--- config.mk ---
export PLATFORM = sky130hd
export DESIGN_NAME = fpga_ram_burst_reader
export DESIGN_NICKNAME = d
export VERILOG_FILES = /design/src/rtl/fpga_ram_burst_reader.sv
export SDC_FILE = /design/constraint.sdc
export NUM_CORES = 1
export LEC_CHECK = 0
export ABC_AREA = 1
export CORE_MARGIN = 2
export CORE_UTILIZATION = 50
export CTS_BUF_LIST = sky130_fd_sc_hd__clkbuf_4 sky130_fd_sc_hd__clkbuf_8
export CTS_CLUSTER_SIZE = 16
export DETAILED_ROUTE_END_ITERATION = 16
export GPL_TIMING_DRIVEN = 0
export PLACE_DENSITY = 0.78
export SLEW_MARGIN = 20
export SYNTH_ARGS = -nofsm -noshare
export SYNTH_HDL_FRONTEND = slang
export SYNTH_SLANG_ARGS = --single-unit
--- constraint.sdc ---
create_clock -name clk -period 1.9 [get_ports clk]
set_input_delay 0.38 -clock clk [delete_from_list [all_inputs] [get_ports clk]]
set_output_delay 0.38 -clock clk [all_outputs]
set_load 0.01 [all_outputs]
--- src/rtl/fpga_ram_burst_reader.sv ---
// Read-side burst controller for a 1-write/1-read FPGA RAM.
// A burst command (start address, word count) is turned into a stream of RAM
// read addresses. The returned words are delivered on a valid/ready stream
// with tlast. A 2-entry buffer absorbs the RAM's 1-cycle read latency, and the
// issue throttle guarantees the buffer can never overflow under backpressure.
module fpga_ram_burst_reader #(
  parameter int data_width_p    = 32,
  parameter int address_width_p = 8
) (
  input  logic                       clk,
  input  logic                       rst_n,
  input  logic                       cmd_valid,
  output logic                       cmd_ready,
  input  logic [address_width_p-1:0] cmd_address,
  input  logic [address_width_p:0]   cmd_length,
  output logic [address_width_p-1:0] ram_address,
  input  logic [data_width_p-1:0]    ram_data,
  output logic                       tvalid,
  input  logic                       tready,
  output logic [data_width_p-1:0]    tdata,
  output logic                       tlast,
  output logic                       busy
);

  typedef enum logic [0:0] {
    IDLE = 1'b0,
    READ = 1'b1
  } state_t;

  localparam logic [address_width_p:0] REM_ZERO = {(address_width_p+1){1'b0}};
  localparam logic [address_width_p:0] REM_ONE  = {{address_width_p{1'b0}}, 1'b1};

  state_t                       state_q;
  logic [address_width_p-1:0]   addr_q;
  logic [address_width_p:0]     remaining_q;
  logic                         inflight_q;
  logic                         inflight_last_q;

  logic [data_width_p-1:0]      buf_data_q [2];
  logic                         buf_last_q [2];
  logic                         head_q;
  logic [1:0]                   count_q;
  logic [1:0]                   count_d;

  logic                         pop_s;
  logic                         issue_s;
  logic                         tail_s;
  logic [2:0]                   occupancy_s;
  logic [2:0]                   limit_s;

  // Stream-side outputs come straight from the buffer registers, so a reset
  // removes tvalid immediately without waiting for a clock edge.
  assign tvalid      = (count_q != 2'd0);
  assign tdata       = buf_data_q[head_q];
  assign tlast       = buf_last_q[head_q];
  assign cmd_ready   = (state_q == IDLE);
  assign busy        = (state_q == READ);
  assign ram_address = addr_q;

  // Issue throttle and buffer bookkeeping: a new read may start only if the
  // words already buffered plus the one in flight, minus the one leaving now,
  // still leave a free slot for the word this read will return.
  always_comb begin
    pop_s       = (count_q != 2'd0) & tready;
    occupancy_s = {1'b0, count_q} + {2'b00, inflight_q};
    limit_s     = 3'd2 + {2'b00, pop_s};
    tail_s      = head_q ^ count_q[0];
    if ((state_q == READ) && (remaining_q != REM_ZERO) && (occupancy_s < limit_s)) begin
      issue_s = 1'b1;
    end else begin
      issue_s = 1'b0;
    end
    case ({inflight_q, pop_s})
      2'b10:   count_d = count_q + 2'd1;
      2'b01:   count_d = count_q - 2'd1;
      default: count_d = count_q;
    endcase
  end

  // Burst FSM: accepts commands in IDLE, walks the address and remaining
  // counter while reading, and returns to IDLE once the tagged last word leaves.
  always_ff @(posedge clk or negedge rst_n) begin
    if (!rst_n) begin
      state_q         <= IDLE;
      addr_q          <= {address_width_p{1'b0}};
      remaining_q     <= REM_ZERO;
      inflight_q      <= 1'b0;
      inflight_last_q <= 1'b0;
    end else begin
      case (state_q)
        IDLE: begin
          inflight_q      <= 1'b0;
          inflight_last_q <= 1'b0;
          if (cmd_valid && (cmd_length != REM_ZERO)) begin
            addr_q      <= cmd_address;
            remaining_q <= cmd_length;
            state_q     <= READ;
          end else begin
            state_q     <= IDLE;
          end
        end
        READ: begin
          if (issue_s) begin
            addr_q          <= addr_q + 1'b1;
            remaining_q     <= remaining_q - 1'b1;
            inflight_q      <= 1'b1;
            inflight_last_q <= (remaining_q == REM_ONE);
          end else begin
            inflight_q      <= 1'b0;
            inflight_last_q <= 1'b0;
          end
          if (pop_s && tlast) begin
            state_q <= IDLE;
          end else begin
            state_q <= READ;
          end
        end
        default: begin
          state_q         <= IDLE;
          inflight_q      <= 1'b0;
          inflight_last_q <= 1'b0;
        end
      endcase
    end
  end

  // Two-entry output FIFO: the word returned by the RAM is written at the tail
  // in the cycle it is valid; the head advances on every accepted beat.
  always_ff @(posedge clk or negedge rst_n) begin
    if (!rst_n) begin
      buf_data_q[0] <= {data_width_p{1'b0}};
      buf_data_q[1] <= {data_width_p{1'b0}};
      buf_last_q[0] <= 1'b0;
      buf_last_q[1] <= 1'b0;
      head_q        <= 1'b0;
      count_q       <= 2'd0;
    end else begin
      if (inflight_q) begin
        buf_data_q[tail_s] <= ram_data;
        buf_last_q[tail_s] <= inflight_last_q;
      end
      if (pop_s) begin
        head_q <= ~head_q;
      end
      count_q <= count_d;
    end
  end

endmodule
==> results of run 1 <==
-- routing by layer --
metal	part of all wire, %	up-vias
met5	0	-
met2	50	125
met3	5.4	18
met4	1.7	0
li1	-	1875
met1	43	1858
-- Yosys cell counts (all sizes together) --
library cell | n | share of area (%)
nor2 | 19 | 1.7
xnor2 | 2 | 0.56
nand4 | 5 | 0.70
o21bai | 2 | 0.33
o21ai | 81 | 9.7
dfrtp | 89 | 50
o31ai | 1 | 0.17
inv | 61 | 5.1
nand3 | 33 | 4.1
buf | 18 | 3.2
a21oi | 1 | 0.11
clkbuf | 6 | 0.50
nand2 | 155 | 13
or2 | 1 | 0.14
xor2 | 2 | 0.39
mux2 | 33 | 8.3
ha | 7 | 2.0
-- timing repair --
item / in CTS / in global routing
buffers inserted: 4 / 1
resized for setup: 128 / 24
endpoints found under the setup margin: 35 / 25
-- cell type report --
| cell class | instances | area share (%) |
|---|---|---|
| Sequential cell | 89 | 38.58 |
| Multi-Input combinational cell | 342 | 32.41 |
| Timing Repair Buffer | 102 | 15.02 |
| Inverter | 61 | 4.048 |
| Buffer | 23 | 3.637 |
| Clock buffer | 12 | 2.641 |
| Tap cell | 108 | 2.338 |
| Clock inverter | 4 | 1.321 |
-- power by group --
group | leakage, nW | internal (mW) | switching, mW
sequential | 1.08 | 2.87 | 0.484
combinational | 1.62 | 2.84 | 3.64
clock | 0.114 | 0.810 | 0.659
total | 2.81 | 6.52 | 4.79
-- through the flow --
step / cell area (um2) / power (mW) / setup TNS [ns] / hold slack [ns]
floorplan: 4489 / 7.681 / 0 / 0.08441
finish: 5779 / 11.31 / 0 / 0.07675
CTS: 5836 / 11.45 / 0 / 0.09927
global placement: 5585 / 9.935 / -255.21 / 0.4698
detailed placement: 5603 / 10.16 / -12.27 / 0.4769
global route: 5779 / 12.27 / -0.2178 / 0.1288
-- worst reg2reg max path: stages (launching register included) --
cell and delay (ns):
sky130_fd_sc_hd__dfrtp_2 0.42, sky130_fd_sc_hd__buf_4 0.16, sky130_fd_sc_hd__ha_1 0.18, sky130_fd_sc_hd__ha_1 0.18, sky130_fd_sc_hd__nor2_1 0.19, sky130_fd_sc_hd__nand3_4 0.11
sky130_fd_sc_hd__nand2_4 0.11, sky130_fd_sc_hd__buf_6 0.18, sky130_fd_sc_hd__nand2_2 0.06, sky130_fd_sc_hd__o21ai_2 0.06
-- state kept, by name (all words and copies together) (netlist names) --
| register | cells |
|---|---|
| buf_data_q | 64 |
| count_q | 2 |
| remaining_q | 9 |
| ram_address | 8 |
| busy | 1 |
| buf_last_q | 2 |
| inflight_last_q | 1 |
| inflight_q | 1 |
| head_q | 1 |
-- how the worst max path moves through the flow --
stage,end,slack [ns],cells after the start
after global routing,tdata[31],-0.05,5
after detailed placement,tdata[4],-0.48,6
after global placement,ram_address[5],-2.73,1
after CTS,tdata[31],0.0009,5
final,tdata[31],0.02,5
after floorplan,tdata[10],0.39,5
-- kinds of logic (layout without fill, tap and decap cells) --
logic type / Yosys count / count (layout) / synth area share, %
XOR/XNOR: 4 / 4 / 0.9478
flip-flops: 89 / 89 / 49.61
AND/OR/NAND/NOR: 213 / 213 / 20.07
multiplexers: 33 / 33 / 8.278
AO/OA/AOI/OAI: 85 / 85 / 10.31
adder cells (fa/ha/maj): 7 / 7 / 1.951
buffers and inverters: 85 / 202 / 8.835
-- cell usage in the layout (no fill, tap or decap), types with 2 or more instances in the layout --
cell type	instances
sky130_fd_sc_hd__ha_1	7
sky130_fd_sc_hd__buf_2	27
sky130_fd_sc_hd__dfrtp_2	2
sky130_fd_sc_hd__bufinv_16	2
sky130_fd_sc_hd__clkdlybuf4s50_1	61
sky130_fd_sc_hd__nor2_2	2
sky130_fd_sc_hd__clkbuf_4	3
sky130_fd_sc_hd__inv_1	59
sky130_fd_sc_hd__xor2_1	2
sky130_fd_sc_hd__nand2_1	148
sky130_fd_sc_hd__nand3_1	31
sky130_fd_sc_hd__buf_8	3
sky130_fd_sc_hd__o21ai_1	29
sky130_fd_sc_hd__clkbuf_1	2
sky130_fd_sc_hd__buf_4	7
sky130_fd_sc_hd__nand2_2	6
sky130_fd_sc_hd__dfrtp_1	87
sky130_fd_sc_hd__clkbuf_8	10
sky130_fd_sc_hd__mux2_2	33
sky130_fd_sc_hd__clkbuf_2	9
sky130_fd_sc_hd__o21ai_0	42
sky130_fd_sc_hd__nand4_1	5
sky130_fd_sc_hd__o21bai_1	2
sky130_fd_sc_hd__buf_6	10
sky130_fd_sc_hd__nor2_1	17
sky130_fd_sc_hd__o21ai_2	10
==> results.txt, run 1 <==
The via count of the first global-routing pass is 3934. The reg-to-reg critical path startpoint is count_q[0]. The number of hold violations in the final report was 0.

The number of inserted diodes is 0. For this design, the slowest cell found on the critical path is sky130_fd_sc_hd__dfrtp_1. The worst relative slew slack came out at 52.74%.

The smallest clock period supported by the final layout is computed as 1.885 ns. In the global route stage, met1 resource usage came out at 29.69%. The number of placed instances, taps included, is 721. The largest net degree at the start of global routing came out at 57. The violation count after the first detailed-route iteration came out at 160.

The post-cts hold buffer count came out at 0. Once layout is complete, the utilization of the core stands at 66.27%. In this run the vertical extent of the chip is 98.76 um. STA classifies the critical path startpoint as a flip-flop. In this run, distinct cell masters in the synthesized netlist total 29.

The overall routing resource usage came out at 22.73%. On the critical path the largest part of the delay comes from buffers and inverters. The residual overflow from global routing came out at 0. In this run the worst path has a maximum fanout of 10. The starting utilization of the core area is 51.48%. The clock root buffer is sky130_fd_sc_hd__clkbuf_8. The number of clock buffers inserted by TritonCTS came out at 9. The wire length of the first global-routing pass came out at 18.12 mm.

The number of maximum-capacitance constraint violations came out at 0. The met2 demand-to-capacity share in global routing came out at between 30% and 40%. Pin placement for this block handled 97 I/O pins.

The required time of the worst setup path came out at 1.52 ns. The final net count came out at 688. The number of vias per cell after detailed routing came out at 5.231. The worst ir drop on vdd is 1427 uV. The layout-stage area growth over the synthesis result came out at 28.73%. The number of standard cells after synthesis is about 520. The measured slew at the worst slew-check pin is 0.7089 ns. In this run the critical register-to-register path is captured at ram_address[0]. The post-route fraction of the period consumed by the critical path is 99.21%. The number of cell rows is 34. The clock insertion delay at the later pin of the skew report is 0.35 ns. In this run the most used layer during global routing was met2.

Counting along the longest clock path gives a buffer depth of 2. The peak per-stage delay on the critical path is 0.40 ns. The sequential cells in the finished layout cover a total of 2230 um2.

The worst setup path is of the reg2out kind. After synthesis the netlist holds a flip-flop and latch count of 89. The met3 demand-to-capacity share in global routing came out at ~3.9%. After synthesis, the mean cell area works out to 8.700 um2.

The number of filler cells placed in the layout is 731. The via count came out at 3876. After detailed routing, the average wire length per cell comes to 14.35 um. The detail route stage leaves a number of antenna-violating nets equal to 0. The critical path arrival came out at 1.50 ns.

TritonCTS built the clock tree. The CTS clock-pin slew for the worst setup and hold paths is approximately 0.08 ns. The overall die area came out at roughly 9800 um2. The standard cell core area is 8721 um2. The worst slack at placement is -0.4810 ns. The critical path starts at head_q. Walking the worst path, the cells encountered are inv_2 -> clkbuf_4 -> nand2_1 -> o21ai_0 -> dlygate4sd2_1. Summing all multi-input logic gate instances after layout gives 1873 um2. The overall routed net length came out at 10.63 mm.

The static leakage is 2.809 nW. The floorplan step set the die width to 98.76 um. The total number of yosys warnings came out at 0. In the routed design, unresolved DRC markers number 0. STA classifies the critical path endpoint as an output pin. The worst min-delay path class is in2async. Clock skew on the completed layout was measured at roughly 0.01 ns.

In the final layout, the share of cells above drive strength 1 is 21.33%. The worst-case setup margin in the final layout is approximately 0.015 ns. For flop-to-flop paths, the worst setup slack is between 0.15 and 0.2 ns. The post-layout instance count excluding filler cells came out at between 700 and 800.

Setup repair after global routing could not meet its margin everywhere. Setup violations remaining at the end of the flow were counted as 0. The max-slew violation count came out at 0. The CTS sink count came out at between 80 and 90. Before antenna repair, the detailed router went through 5 iterations.

The total of buffers placed on input and output ports is 96. The worst-case reg-to-reg path depth came out at 9. The flow ran to the end, and the final reports show no timing, DRC or antenna violations.

The final weighted congestion in routability-driven placement is 0.8689. The number of nets in the synthesized netlist is 576. The initial antenna violation count came out at 0. The detailed placement HPWL is 7.798 mm. The synthesized area came out at 4489 um2. The total power per unit cell area came out at 1957 nW/um2. The buffers plus inverters on the worst setup path came out at 3. For this run, the register share of the synthesized area comes to 49.61%.

The top achievable clock speed came out at between 500 and 600 MHz. The H-tree depth is 3.
No activity file was read; power rests on OpenSTA's default activity.
==> inputs of run 2 (changes only) <==
- ABC_AREA: 1 -> 0
- PLACE_DENSITY: 0.78 -> 0.79
==> results.txt, run 2 <==
The post-synthesis sequential area ratio is 52.76% (+3.1 points). The mean area per synthesized cell came to 12.38 um2 (+42%). The total instance count after detailed placement is 543 (-25%).

The peak per-stage delay on the critical path is 0.45 ns (+0.05 ns). The most used flip-flop cell after synthesis is sky130_fd_sc_hd__dfrtp_1. The register name with the most flops is buf_data_q.

The y dimension of the die was 95.89 um (-2.9%). By count the netlist is led by sky130_fd_sc_hd__mux2_2 (99), sky130_fd_sc_hd__dfrtp_1 (89), sky130_fd_sc_hd__nand2_1 (21). The most repeated cell in the gate-level netlist after synthesis is sky130_fd_sc_hd__mux2_2. The total iterations of the first detailed-routing run is 4 (-1). The clock period minus worst slack came out at 2.142 ns (+0.2569 ns). The library cell used most frequently in the layout, excluding fill and tap cells, is sky130_fd_sc_hd__dfrtp_1. The post-cts hold buffer count is 0 (unchanged). The part of the power in combinational logic is 60.2% (+2.8 points). The max-slew violation count came out at 0 (unchanged). The number of synthesized register bits is 89 (unchanged). The layout-stage area growth over the synthesis result came out at 44.75%.

The total of buffers placed on input and output ports came out at 96 (unchanged). The fraction of power spent switching nets came out at 34.54% (-7.8 points). The count of pins on the block boundary came to 97 (unchanged). The H-tree depth came out at 3 (unchanged).

The worst slack at placement is -0.4108 ns (+0.07028 ns). The checks that failed: hold timing, setup timing. The residual overflow from global routing came out at 0 (unchanged). The part of the total power dissipated in sequential elements came out at 28.2% (-1.4 points).

The run finished, with violations left. The wire length of the first global-routing pass came out at 16.16 mm (-11%). The worst-case clock buffer depth is 2 (unchanged). The synthesized area came to 4222 um2 (-6.0%). The final net count came out at 532 (-23%). The overall routing resource usage is 22.90% (+0.17 points). The flip-flop count of the largest register, all copies and words added came out at 64 (unchanged).

The number of clock buffers inserted by TritonCTS is 9 (unchanged). The setup clock skew after layout is 0.01347 ns (+0.003732 ns). Grouping stages by cell kind, the critical path spends the most delay in compound AO/OA/AOI/OAI gates. The routed wirelength normalized by instance count came out at 17.68 um (+23%). The clock insertion delay at the later pin of the skew report is 0.36 ns (about the same). The total power consumption of the routed design came out at 12.49 mW (+10%). Yosys attributes the largest share of cell area to sky130_fd_sc_hd__dfrtp_1 (53%), sky130_fd_sc_hd__mux2_2 (26%), sky130_fd_sc_hd__ha_1 (2.1%).

The number of vias per cell after detailed routing came to 5.589 (+6.8%). The violation count after the first detailed-route iteration came out at 113 (-29%). The most used cell along the critical path is sky130_fd_sc_hd__ha_4. The overall die area is 9194 um2 (-5.7%). Setup repair after global routing could not meet its margin everywhere. The final core utilization is 74.37% (+8.1 points).

The largest net degree at the start of global routing came out at 48 (-16%). The post-layout instance count excluding filler cells is 581 (-22%). The worst min-delay path class is in2async.

The worst relative slew slack is 53.84% (+1.1 points). The CTS sink count is 89 (unchanged). The standard cell core area came to 8217 um2 (-5.8%).

The post-route fraction of the period consumed by the critical path came out at 112.7% (+14 points). The signal on the critical path passes through ha_4 -> ha_4 -> and2_4 -> a2111o_1 -> o21a_1 -> or4_1 -> nand4_1. The count of flip-flops with a built-in enable after synthesis came out at 0 (unchanged). The via count came out at 3247 (-16%). The number of different library cells in the post-synthesis netlist is 38 (+31%). The sort of element at the end of the critical path is a flip-flop. Of all cell types, the one taking the most synthesized area is sky130_fd_sc_hd__dfrtp_1. The category of the worst setup path launch point is a flip-flop. The top cell types in the final layout, fill and taps aside, are sky130_fd_sc_hd__dfrtp_1 (87), sky130_fd_sc_hd__mux2_2 (70), sky130_fd_sc_hd__clkdlybuf4s50_1 (60). The overall routed net length is 10.27 mm (-3.4%).

The via count of the first global-routing pass came out at 3306 (-16%). The part of the total power dissipated in the clock network is 11.6% (-1.4 points). The buffers plus inverters on the worst setup path came out at 0 (-3). The net switching power was 4.312 mW (-9.9%). The number of inserted diodes came out at 0 (unchanged). The critical path arrival came out at 2.43 ns (+0.93 ns). The top achievable clock speed is 466.9 MHz (-12%). The worst setup path is of the reg2reg kind.

The tree is rooted in a sky130_fd_sc_hd__clkbuf_8. The number of hold violations in the final report came to 2 (+2). The static leakage is 2.704 nW (-3.7%). The initial antenna violation count came out at 0 (unchanged). The number of filler cells placed in the layout is 533 (-27%).

The required time of the worst setup path came out at 2.19 ns (+0.67 ns). The proportion of synthesized flip-flops having asynchronous set or reset is 100.0% (unchanged). The number of standard cells after synthesis is 341 (-34%). The measured slew at the worst slew-check pin is 0.6828 ns (-0.02613 ns). The die span in x is 95.89 um (-2.9%). The final weighted congestion in routability-driven placement came out at 0.8346 (-3.9%).

The number of cell rows came out at 33 (-2.9%). The number of maximum-capacitance constraint violations is 0 (unchanged). The ratio of cells with drive above 1 in the final layout came out at 44.54% (+23 points). The starting utilization of the core area was 51.38% (-0.10 points). The minimum hold slack is -0.005749 ns (-0.08250 ns). The final count of negative-setup-slack endpoints was 23 (+23).

The worst-case setup margin in the final layout came out at -0.2418 ns (-0.2569 ns). The worst ir drop on vdd came out at 1133 uV (-21%). TritonCTS built the clock tree. The CTS clock-pin slew for the worst setup and hold paths was 0.09 ns (about the same). The maximum fanout count along the critical path was 3 (-7). The top-area cell type share of the netlist area came out at 52.76% (+3.1 points). The total power per unit cell area came to 2043 nW/um2 (+4.4%). The post-detailed-route DRC marker count is 0 (unchanged). The remaining antenna violation count after routing came to 0 (unchanged). The number of nets produced by synthesis is 401 (-30%). The cell-internal power is 8.174 mW (+25%).

The total number of yosys warnings was 0 (unchanged). The detailed placement HPWL came out at 6.602 mm (-15%). The cell with the biggest individual delay on the critical path is sky130_fd_sc_hd__a2111o_1.
[run 2: cell count changes after synthesis, sizes merged, moves of 3 or more]
| cell | change |
|---|---|
| inv | -55 |
| buf | -5 |
| nand4b | +4 |
| a21oi | +14 |
| nand2 | -134 |
| o21ai | -71 |
| and3 | +4 |
| nand3 | -17 |
| a31oi | +3 |
| o22ai | +3 |
| nand4 | -3 |
| mux2 | +66 |
| nor2 | -8 |
| nor3 | +6 |
[run 2: cell families after synthesis]
kind of cell | count (synthesis) | share of synthesized area (%)
xor gates and xnor gates | 5 | 1.038
muxes | 101 | 26.88
buffers and inverters | 24 | 2.430
AOI/OAI and AO/OA | 39 | 5.780
adders and majority gates | 7 | 2.075
and+or+nand+nor | 76 | 9.040
DFF | 89 | 52.76
[run 2: power by group through the flow]
| stage | Clock [mW] | Sequential (mW) | Combinational [mW] |
|---|---|---|---|
| floorplan | 0 | 3.37 | 3.74 |
| global placement | 0 | 3.43 | 5.69 |
| detailed placement | 0 | 3.50 | 5.86 |
| CTS | 1.47 | 3.47 | 6.98 |
| global route | 1.56 | 3.64 | 8.05 |
| finish | 1.45 | 3.52 | 7.52 |
[run 2: metal layers]
layer / share of wire (%) / global-route usage (%)
met1: 42 / 29.41
met2: 50 / 38.34
met3: 6.1 / 5.090
met4: 1.5 / 7.976
met5: 0 / 0
[run 2: through the flow]
step                      hold WS, ns  TNS, ns  area (um2)
after floorplan               0.08441   -1.261        4285
after global placement         0.4800  -261.70        5378
after detailed placement       0.4063   -19.93        5403
after CTS                     0.01525   -3.904        5974
after global routing          0.04142   -5.246        6111
final                       -0.005749   -3.410        6111
[run 2: path summary, 6_finish.rpt]
check | start | end | slack (ns) | cells past startpoint
setup / recovery | inflight_q | remaining_q[7] | -0.24 | 7
min in group clk | remaining_q[8] | remaining_q[8] | 0.50 | 1
setup reg to reg | inflight_q | remaining_q[7] | -0.24 | 7
max in group asynchronous | rst_n | busy | 1.25 | 2
hold reg to reg | remaining_q[8] | remaining_q[8] | 0.50 | 1
hold / removal | rst_n | buf_data_q[5] | -0.006 | 1
[run 2: final cells by class]
type / count / area (um2) / area share, %
buffer: 13 / 100.1 / 1.638
tap: 105 / 131.4 / 2.150
multi-input combinational: 228 / 2100 / 34.36
inverter: 6 / 22.52 / 0.3686
timing repair buffer: 125 / 1306 / 21.38
sequential: 89 / 2230 / 36.49
clock inverter: 4 / 76.32 / 1.249
clock buffer: 11 / 145.1 / 2.375
[run 2: timing repair]
item                       in CTS  in global routing
cloned                          6                  0
gates resized for setup       192                 59
setup buffers                  15                 11
setup endpoints to repair     112                 81
pin swaps                       3                  5
==> inputs of run 3 (changes only) <==
- SETUP_SLACK_MARGIN: unset -> 0.05
- SLEW_MARGIN: 20 -> unset
==> results.txt, run 3 (same netlist as run 2, synthesis figures left out) <==
The flow ran to the end, but the final reports show violations. The final reports fail on setup timing. The routed wirelength normalized by instance count is 17.70 um (+0.11%). The worst-case reg-to-reg path depth came out at 8 (+1).

The post-route fraction of the period consumed by the critical path came out at 114.1% (+1.3 points). The flip-flop count of the largest register, all copies and words added was 64 (unchanged). The met2 demand-to-capacity share in global routing was 40.62% (+2.3 points). The residual overflow from global routing came to 0 (unchanged). The required time of the worst setup path came out at 2.14 ns (-0.05 ns).

The maximum fanout count along the critical path is 10 (+7). The flop-to-flop setup slack is -0.27 ns (-0.03 ns). The clock insertion delay at the later pin of the skew report is 0.35 ns (about the same). The worst reg2reg path endpoint is remaining_q[5]. Setup repair after global routing could not meet its margin everywhere. The post-detailed-route DRC marker count came to 0 (unchanged).

The standard cell core area is 8217 um2 (unchanged). The number of vias per cell after detailed routing came to 5.552 (-0.65%). The worst-case setup margin in the final layout came to -0.2670 ns (-0.02513 ns).

TritonCTS built the clock tree. The most heavily used metal layer in global routing is met2. The final non-filler cell area is 6206 um2 (+1.6%). The measured slew at the worst slew-check pin came out at 0.6036 ns (-0.07918 ns). The starting utilization of the core area came out at 51.38% (unchanged).

The max-slew violation count is 0 (unchanged). Counting flops per register, the top entry is buf_data_q. The total instance count after detailed placement came out at 543 (unchanged). The total of buffers placed on input and output ports is 96 (unchanged).

The count of pins on the block boundary is 97 (unchanged). The violation count after the first detailed-route iteration came out at 104 (-8.0%). In the layout the commonest cells are sky130_fd_sc_hd__dfrtp_1 (86), sky130_fd_sc_hd__mux2_2 (66), sky130_fd_sc_hd__clkdlybuf4s50_1 (60). The critical path arrival is 2.40 ns (-0.03 ns). The die span in x came to 95.89 um (unchanged).

The met1 demand-to-capacity share in global routing is 29.46% (+0.052 points). The initial antenna violation count came out at 0 (unchanged). The final count of negative-setup-slack endpoints is 29 (+26%). STA classifies the critical path endpoint as a flip-flop.

The overall die area is 9194 um2 (unchanged). The number of cell rows came out at 33 (unchanged). The worst-case clock buffer depth came to 2 (unchanged). The number of inserted diodes came to 0 (unchanged). The ratio of cells with drive above 1 in the final layout is 45.83% (+1.3 points). CTS placed an instance of sky130_fd_sc_hd__clkbuf_8 at the clock tree root.

The met3 demand-to-capacity share in global routing is 5.403% (+0.31 points). The overall routing resource usage is 23.72% (+0.83 points). The layout-stage area growth over the synthesis result is 47.01%. The tightest min-delay check is of the in2async type.

The minimum hold slack is 0.002901 ns (+0.008650 ns). The final net count is 536 (+0.75%). The worst setup path is of the reg2reg kind. The number of filler cells placed in the layout came out at 520 (-2.4%). The commonest non-fill, non-tap cell in the layout is sky130_fd_sc_hd__dfrtp_1. The reg-to-reg critical path startpoint is count_q[0]. The total iterations of the first detailed-routing run came out at 4 (unchanged).

The clock period minus worst slack came out at 2.167 ns (+0.02513 ns). The detailed placement HPWL came to 6.602 mm (unchanged). The CTS sink count is 89 (unchanged).

The via count came out at 3248 (+0.031%). The final core utilization came out at 75.53% (+1.2 points). The number of hold violations in the final report was 0 (-2). The y dimension of the die came out at 95.89 um (unchanged).

The total power per unit cell area was 2051 nW/um2 (+0.40%). The wire length of the first global-routing pass came out at 16.77 mm (+3.8%). The setup clock skew after layout came out at 0.006872 ns (-0.006599 ns).

The total power consumption of the routed design came out at 12.73 mW (+2.0%). The remaining antenna violation count after routing is 0 (unchanged). The worst ir drop on vdd is 1094 uV (-3.5%). The final weighted congestion in routability-driven placement came out at 0.8346 (unchanged).

The worst setup path is launched from a flip-flop. The number of clock buffers inserted by TritonCTS came out at 9 (unchanged). The CTS clock-pin slew for the worst setup and hold paths came to 0.09 ns (about the same). The H-tree depth is 3 (unchanged).

The static leakage came out at 2.759 nW (+2.0%). The top achievable clock speed came out at 461.5 MHz (-1.2%). The post-place instance area is 5403 um2 (unchanged). The post-layout instance count excluding filler cells is 585 (+0.69%). The largest net degree at the start of global routing came to 48 (unchanged). The overall routed net length was 10.36 mm (+0.80%). The via count of the first global-routing pass is 3450 (+4.4%).

The worst slack at placement came out at -0.4108 ns (unchanged). The number of maximum-capacitance constraint violations is 0 (unchanged). The worst relative slew slack came out at 59.19% (+5.4 points).

The accumulated negative setup slack was -3.559 ns (-0.1490 ns).
[run 3: cell count changes in the layout (fill, tap and decap cells not counted), moves of 2 or more]
cell / delta
sky130_fd_sc_hd__mux2_2: -4
sky130_fd_sc_hd__clkbuf_4: -3
sky130_fd_sc_hd__buf_6: +7
sky130_fd_sc_hd__clkbuf_2: -2
sky130_fd_sc_hd__clkdlybuf4s15_1: -3
sky130_fd_sc_hd__mux2_4: +4
sky130_fd_sc_hd__buf_8: +2
[run 3: area by class of cell]
class	count	area (um2)	area share (%)
flip-flops and latches	89	2231	35.95
multi-input cells	228	2115	34.07
repair buffers	129	1385	22.32
clock buffers	11	145.1	2.339
well taps	105	131.4	2.117
plain buffers	13	100.1	1.613
clock inverters	4	76.32	1.230
inverters	6	22.52	0.3629
[run 3: per-layer routing]
metal,vias up,part of all wire (%)
li1,1496,-
met1,1618,42
met2,112,50
met3,22,6.2
met4,0,1.8
met5,-,0
[run 3: how the worst max path moves through the flow]
stage | from | endpoint | slack (ns) | depth (start not counted)
floorplan | count_q[0] | remaining_q[7] | -0.19 | 7
CTS | count_q[0] | remaining_q[7] | -0.19 | 7
global route | count_q[0] | remaining_q[5] | -0.32 | 8
global placement | rst_n | count_q[0] | -3.06 | 1
finish | count_q[0] | remaining_q[5] | -0.27 | 8
detailed placement | head_q | tdata[21] | -0.41 | 4
[run 3: worst max-delay path, cell delays in order (launching register included)]
cell and delay, ns:
sky130_fd_sc_hd__dfrtp_2 0.43, sky130_fd_sc_hd__ha_4 0.17, sky130_fd_sc_hd__ha_4 0.21, sky130_fd_sc_hd__and2_4 0.13, sky130_fd_sc_hd__a2111o_1 0.45, sky130_fd_sc_hd__o21a_1 0.21
sky130_fd_sc_hd__clkbuf_4 0.20, sky130_fd_sc_hd__a21oi_2 0.17, sky130_fd_sc_hd__nand3_1 0.08
[run 3: timing repair]
action                                  4_1_cts  5_1_grt
gates resized for setup                     230       48
pin swaps                                     4        4
endpoints found under the setup margin      113      102
setup buffers                                23        7
hold buffers                                  0        0
gates cloned                                  6        0
[run 3: where the power goes]
| group | switching (mW) | internal [mW] | total, mW |
|---|---|---|---|
| combinational | 3.06 | 4.70 | 7.76 |
| sequential | 0.665 | 2.86 | 3.53 |
| clock | 0.652 | 0.790 | 1.44 |
